### src/rtl/melody_pkg.sv
// rtl/melody_pkg.sv - note codes, sequencer states and song ROM for the melody sequencer
package melody_pkg;

  localparam logic [3:0] NOTE_REST = 4'd0;
  localparam logic [3:0] NOTE_C4   = 4'd1;
  localparam logic [3:0] NOTE_D4   = 4'd2;
  localparam logic [3:0] NOTE_E4   = 4'd3;
  localparam logic [3:0] NOTE_F4   = 4'd4;
  localparam logic [3:0] NOTE_G4   = 4'd5;
  localparam logic [3:0] NOTE_A4   = 4'd6;
  localparam logic [3:0] NOTE_B4   = 4'd7;
  localparam logic [3:0] NOTE_C5   = 4'd8;
  localparam logic [3:0] NOTE_END  = 4'hF;

  typedef enum logic [2:0] {
    S_IDLE,
    S_LOAD,
    S_PLAY,
    S_GAP,
    S_DONE
  } state_t;

  // Frequency in Hz for each playable code; rests and unused codes give 0.
  function automatic int unsigned note_hz(input logic [3:0] code);
    int unsigned f;
    case (code)
      NOTE_C4: f = 262;
      NOTE_D4: f = 294;
      NOTE_E4: f = 330;
      NOTE_F4: f = 349;
      NOTE_G4: f = 392;
      NOTE_A4: f = 440;
      NOTE_B4: f = 494;
      NOTE_C5: f = 523;
      default: f = 0;
    endcase
    return f;
  endfunction

  // Half-period terminal count of the tone divider for a note code.
  function automatic int unsigned note_tc(input logic [3:0] code, input int unsigned clk_hz);
    int unsigned f;
    f = note_hz(code);
    if (f == 0) return 0;
    return clk_hz / (2 * f) - 1;
  endfunction

  function automatic logic is_tone(input logic [3:0] code);
    return (code >= NOTE_C4) && (code <= NOTE_C5);
  endfunction

  // Default song: C4..C5 at two beats each, a one-beat rest, then end markers.
  function automatic logic [7:0] song_rom(input logic [7:0] addr);
    logic [7:0] entry;
    if (addr < 8'd8)       entry = {addr[3:0] + 4'd1, 4'd2};
    else if (addr == 8'd8) entry = {NOTE_REST, 4'd1};
    else                   entry = {NOTE_END, 4'd0};
    return entry;
  endfunction

endpackage

### src/rtl/tone_divider.sv
// rtl/tone_divider.sv - loadable-count square-wave divider driving the buzzer
module tone_divider #(
  parameter int TC_W = 17
) (
  input  logic            clk_50MHz,
  input  logic            reset_button,
  input  logic            clear,
  input  logic            enable,
  input  logic [TC_W-1:0] tc,
  output logic            buzzer
);

  logic [TC_W-1:0] cnt;

  // Count 0..tc and flip the output on each wrap; clear forces a silent, phase-zero start.
  always_ff @(posedge clk_50MHz) begin
    if (reset_button || clear) begin
      cnt    <= '0;
      buzzer <= 1'b0;
    end else if (enable) begin
      if (cnt == tc) begin
        cnt    <= '0;
        buzzer <= ~buzzer;
      end else begin
        cnt <= cnt + 1'b1;
      end
    end
  end

endmodule

### src/rtl/melody_sequencer.sv
// rtl/melody_sequencer.sv - song ROM sequencer with note/gap timing and start/stop/loop control
module melody_sequencer
  import melody_pkg::*;
#(
  parameter int CLK_HZ      = 50_000_000,
  parameter int BEAT_CYCLES = 12_500_000,
  parameter int GAP_CYCLES  = 1_250_000,
  parameter int SONG_LEN    = 16
) (
  input  logic       clk_50MHz,
  input  logic       reset_button,
  input  logic       start,
  input  logic       stop,
  input  logic       loop_en,
  output logic       buzzer,
  output logic       busy,
  output logic       done,
  output logic [3:0] note_code
);

  // One extra address bit so the address can reach SONG_LEN and be seen as end of ROM.
  localparam int ADDR_W  = $clog2(SONG_LEN + 1);
  localparam int TC_MAX  = int'(note_tc(NOTE_C4, CLK_HZ));
  localparam int TC_W    = (TC_MAX > 0) ? $clog2(TC_MAX + 1) : 1;
  localparam int DUR_MAX = (15 * BEAT_CYCLES > GAP_CYCLES) ? 15 * BEAT_CYCLES : GAP_CYCLES;
  localparam int DUR_W   = $clog2(DUR_MAX + 1);
  localparam logic [DUR_W-1:0] BEAT_LEN = DUR_W'(BEAT_CYCLES);
  localparam logic [DUR_W-1:0] GAP_LOAD = (GAP_CYCLES > 0) ? DUR_W'(GAP_CYCLES - 1) : DUR_W'(0);

  state_t            state, next_state;
  logic [ADDR_W-1:0] addr;
  logic [DUR_W-1:0]  dur_cnt;
  logic [3:0]        cur_code;
  logic [7:0]        rom_entry;
  logic [3:0]        beats_eff;
  logic [DUR_W-1:0]  play_load;
  logic              load_end;
  logic              dur_zero;
  logic              tone_en;
  logic              tone_clear;
  logic [TC_W-1:0]   tc;

  assign rom_entry = song_rom(8'(addr));
  assign load_end  = (rom_entry[7:4] == NOTE_END) || (addr == ADDR_W'(SONG_LEN));
  assign beats_eff = (rom_entry[3:0] == 4'd0) ? 4'd1 : rom_entry[3:0];
  assign play_load = DUR_W'(beats_eff) * BEAT_LEN - DUR_W'(1);
  assign dur_zero  = (dur_cnt == '0);
  assign tc        = TC_W'(note_tc(cur_code, CLK_HZ));

  // State register.
  always_ff @(posedge clk_50MHz) begin
    if (reset_button) state <= S_IDLE;
    else              state <= next_state;
  end

  // Next-state logic; stop overrides everything once playback is active.
  always_comb begin
    next_state = state;
    case (state)
      S_IDLE: if (start && !stop) next_state = S_LOAD;
      S_LOAD: begin
        if (load_end) next_state = loop_en ? S_LOAD : S_DONE;
        else          next_state = S_PLAY;
      end
      S_PLAY: if (dur_zero) next_state = (GAP_CYCLES == 0) ? S_LOAD : S_GAP;
      S_GAP:  if (dur_zero) next_state = S_LOAD;
      S_DONE: next_state = S_IDLE;
      default: next_state = S_IDLE;
    endcase
    if (stop && (state != S_IDLE)) next_state = S_IDLE;
  end

  // Outputs; the divider is cleared whenever the next cycle is not PLAY so it leaves silent.
  always_comb begin
    busy       = (state != S_IDLE);
    done       = (state == S_DONE);
    note_code  = (state == S_PLAY) ? cur_code : 4'd0;
    tone_en    = (state == S_PLAY) && is_tone(cur_code);
    tone_clear = (next_state != S_PLAY);
  end

  // Song address, latched note code and the shared play/gap down-counter.
  always_ff @(posedge clk_50MHz) begin
    if (reset_button) begin
      addr     <= '0;
      dur_cnt  <= '0;
      cur_code <= 4'd0;
    end else begin
      case (state)
        S_IDLE: begin
          addr    <= '0;
          dur_cnt <= '0;
        end
        S_LOAD: begin
          cur_code <= rom_entry[7:4];
          dur_cnt  <= play_load;
          if (load_end) addr <= '0;
        end
        S_PLAY: begin
          if (dur_zero) begin
            dur_cnt <= GAP_LOAD;
            if (GAP_CYCLES == 0) addr <= addr + 1'b1;
          end else begin
            dur_cnt <= dur_cnt - 1'b1;
          end
        end
        S_GAP: begin
          if (dur_zero) addr <= addr + 1'b1;
          else          dur_cnt <= dur_cnt - 1'b1;
        end
        S_DONE: addr <= '0;
        default: addr <= '0;
      endcase
      if (stop && (state != S_IDLE)) begin
        addr    <= '0;
        dur_cnt <= '0;
      end
    end
  end

  tone_divider #(
    .TC_W(TC_W)
  ) u_tone_divider (
    .clk_50MHz    (clk_50MHz),
    .reset_button (reset_button),
    .clear        (tone_clear),
    .enable       (tone_en),
    .tc           (tc),
    .buzzer       (buzzer)
  );

endmodule

### config.mk
export PLATFORM = sky130hd
export DESIGN_NAME = melody_sequencer
export DESIGN_NICKNAME = d
export VERILOG_FILES = /design/src/rtl/melody_pkg.sv /design/src/rtl/tone_divider.sv /design/src/rtl/melody_sequencer.sv
export SDC_FILE = /design/constraint.sdc
export NUM_CORES = 1
export LEC_CHECK = 0
export BUFFER_PORTS_ARGS = -buffer_cell sky130_fd_sc_hd__buf_4
export CAP_MARGIN = 10
export CORE_MARGIN = 2
export CORE_UTILIZATION = 40
export DETAILED_ROUTE_END_ITERATION = 8
export PLACE_DENSITY = 0.58
export SYNTH_ARGS = -nofsm -noshare
export SYNTH_HDL_FRONTEND = slang
export SYNTH_SLANG_ARGS = --single-unit
### constraint.sdc
create_clock -name clk_50MHz -period 86.6 [get_ports clk_50MHz]
set_clock_uncertainty 0.15 [all_clocks]
set_input_delay 12.99 -clock clk_50MHz [delete_from_list [all_inputs] [get_ports clk_50MHz]]
set_output_delay 12.99 -clock clk_50MHz [all_outputs]
set_load 0.1 [all_outputs]
==> results.ini <==
[run_status]
status = finished, final reports clean

[floorplan]
die-area_um2 = 66270
initial_core_util_pct = 40.58
core_um2 = 63310
die_w_um = 257.4
placementRows = 92
ioPinCount = 12
die_h_um = 257.4

[min_path]
hold_end = dur_cnt[11]$_SDFFE_PP0P_
min_path_cells = 2
hp-class = reg -> reg
hp-start = dur_cnt[11]$_SDFFE_PP0P_

[critical_path]
worstSetupPathType = reg -> reg
cp_top_family = compound AO/OA/AOI/OAI gates
reg2reg_slack_ns = 7.28
crit_buf_inv = 18
critical_path.most_common_cell = a21o_1
cp_slowest_cell = and2_1
cp-end-kind = register
reg2regPathDepth = 377
max_stage_delay_ns = 0.55
crit_fanout = 20
crit_required_ns = 86.68
reg2reg_to = u_tone_divider.cnt[10]$_SDFFE_PP0P_
cp_data_arrival_time_ns = 79.40
crit_path_start_kind = register

[logic_synthesis]
syn_nets = 3945
synth_flop_cell = dfxtp_1
async_flop_share_pct = 0
netlist_instances = 3700
synthDistinctLibCells = 143
synth_edf_count = 0
synth-seq-cells = 68
seq_area_frac_synth_pct = 5.299
avgSynthCellArea_um2 = 6.944
netlist_area_um2 = 25690
yosysWarnings = 0

[sta]
hold_violations = 0
slew_headroom_pct = 29.17
final-setup-viol-count = 0
worst_pin_slew_ns = 1.062
drv_slew = 0
period_needed_ns = 79.32
min_period_over_period_pct = 91.60
fmax_ghz = 0.01261

[routing]
final_antenna_net_count = 0
vias = 27938
route.detailed.drc = 0
dr.first_iter.drc_count = 2449
firstDrtPassIters = 6
routedWlPerCell_um = 18.53
viasPerCell = 6.208
finalWirelength_um = 83390

[run]
cap_violations = 0

[clock_network]
cts_buffers = 9
clk_pin_slew_ns = 0.07
cts_tree = done
h-tree-depth = 3
clock_latency_ns = 0.35
cts-root-buf = clkbuf_16
cts_hold_buf = 0
cts.sinks = 68
clock_path_buffers = 2

[placed_design]
numPortBuffers = 11
place_congestion = 0.9540
hpwl_um = 65130

[grt]
antenna_found_initial = 0
overflow = 0
grt_pass1_vias = 25149
grt_pass1_wl_um = 134400
grtUsageTotal_pct = 24.11
grt_max_degree = 49

[cells_and_area]
drive_above_1_share_pct = 8.648
finish.net_count = 3894
antennaDiodeCount = 0
multi_input_area_um2 = 23470
fillers = 6718
final_core_util_pct = 42.78
seq_area_um2 = 1363
areaGrowthSynthToFinish_pct = 5.410

[cell usage in the layout, fill, tap and decap left out, types with 50 or more instances in the layout]
| cell | count |
|---|---|
| nand4_1 | 50 |
| nor2_1 | 414 |
| a21o_1 | 154 |
| xnor2_1 | 168 |
| or3_1 | 52 |
| nand2_1 | 270 |
| buf_4 | 51 |
| mux2_2 | 59 |
| nand3_1 | 107 |
| a21oi_1 | 326 |
| dfxtp_1 | 67 |
| and3_1 | 55 |
| nor2b_1 | 50 |
| ha_1 | 240 |
| and2_1 | 57 |
| inv_1 | 115 |
| o21a_1 | 89 |
| nand2b_1 | 81 |
| mux2i_1 | 50 |
| xor2_1 | 80 |
| nor3_1 | 132 |
| o21ai_0 | 188 |
[layer usage]
layer | track usage (%) | part of all wire (%) | up-vias
met5 | 0 | 0 | -
met4 | 4.496 | 1.9 | 0
met3 | 1.694 | 5.3 | 125
met2 | 38.16 | 43 | 879
met1 | 35.73 | 49 | 12988
li1 | - | - | 13946
[cell type report]
class | instances | area share, %
multi-input combinational | 3395 | 86.67
sequential | 68 | 5.031
tap | 846 | 3.909
inverter | 122 | 1.691
timing repair buffer | 53 | 1.562
clock buffer | 9 | 0.8316
clock inverter | 7 | 0.3095
[worst max path at each step]
| stage | start | endpoint | slack [ns] | cells after the start |
|---|---|---|---|---|
| after floorplan | register | u_tone_divider.cnt[8]$_SDFFE_PP0P_ | 11.93 | 415 |
| after global placement | register | u_tone_divider.cnt[13]$_SDFFE_PP0P_ | 3.71 | 373 |
| final | register | u_tone_divider.cnt[10]$_SDFFE_PP0P_ | 7.28 | 377 |
| after detailed placement | register | u_tone_divider.cnt[13]$_SDFFE_PP0P_ | 2.69 | 375 |
| after CTS | register | u_tone_divider.cnt[10]$_SDFFE_PP0P_ | 2.35 | 375 |
| after global routing | register | u_tone_divider.cnt[13]$_SDFFE_PP0P_ | -0.1 | 381 |
[worst min-delay path, cell delays in order (launching register included)]
cell     delay (ns)
dfxtp_1        0.31
nand2_1        0.05
a21oi_1        0.06
[synth_stat cells (all sizes together), types with 57 or more instances]
| library cell | n | area share [%] |
|---|---|---|
| nor2 | 429 | 6.4 |
| a21oi | 335 | 6.7 |
| nand2 | 279 | 4.1 |
| ha | 240 | 12 |
| o21ai | 238 | 4.7 |
| xnor2 | 169 | 5.8 |
| a21o | 154 | 4.5 |
| nor3 | 145 | 3.2 |
| inv | 122 | 1.8 |
| nand3 | 111 | 2.2 |
| o21a | 89 | 2.6 |
| nand2b | 83 | 2.0 |
| xor2 | 81 | 2.8 |
| dfxtp | 68 | 5.3 |
| mux2 | 62 | 2.7 |
| and2 | 60 | 1.5 |
| buf | 58 | 1.3 |
| clkbuf | 57 | 0.84 |
[per-stage QoR]
stage	hold WS, ns	TNS (ns)	cell area [um2]	setup WS (ns)	std cells
3_5_place_dp	0.3042	0	26490	2.687	4469
6_report	0.3148	0	27080	7.275	4500
3_3_place_gp	0.2960	0	26490	3.710	4469
4_1_cts	0.3176	0	26800	2.351	4485
2_1_floorplan	0.2808	0	25690	11.93	3700
5_1_grt	0.3581	-1.349	27080	-0.09787	4500
[cells by family after synthesis]
logic type,share of synthesized area (%)
mux,4.734
other cells,0.01460
compound gates,35.76
xor+xnor,8.581
simple gates,29.99
buf+inv,3.935
fa+ha+maj,11.69
flops,5.299
[repair_timing]
action | in CTS | in global routing
resized for setup | 0 | 34
endpoints found under the setup margin | 0 | 18
setup buffers | 0 | 15
Power is not shown: default switching activity piles up to over one toggle a cycle in this logic, so the estimate is an artifact.
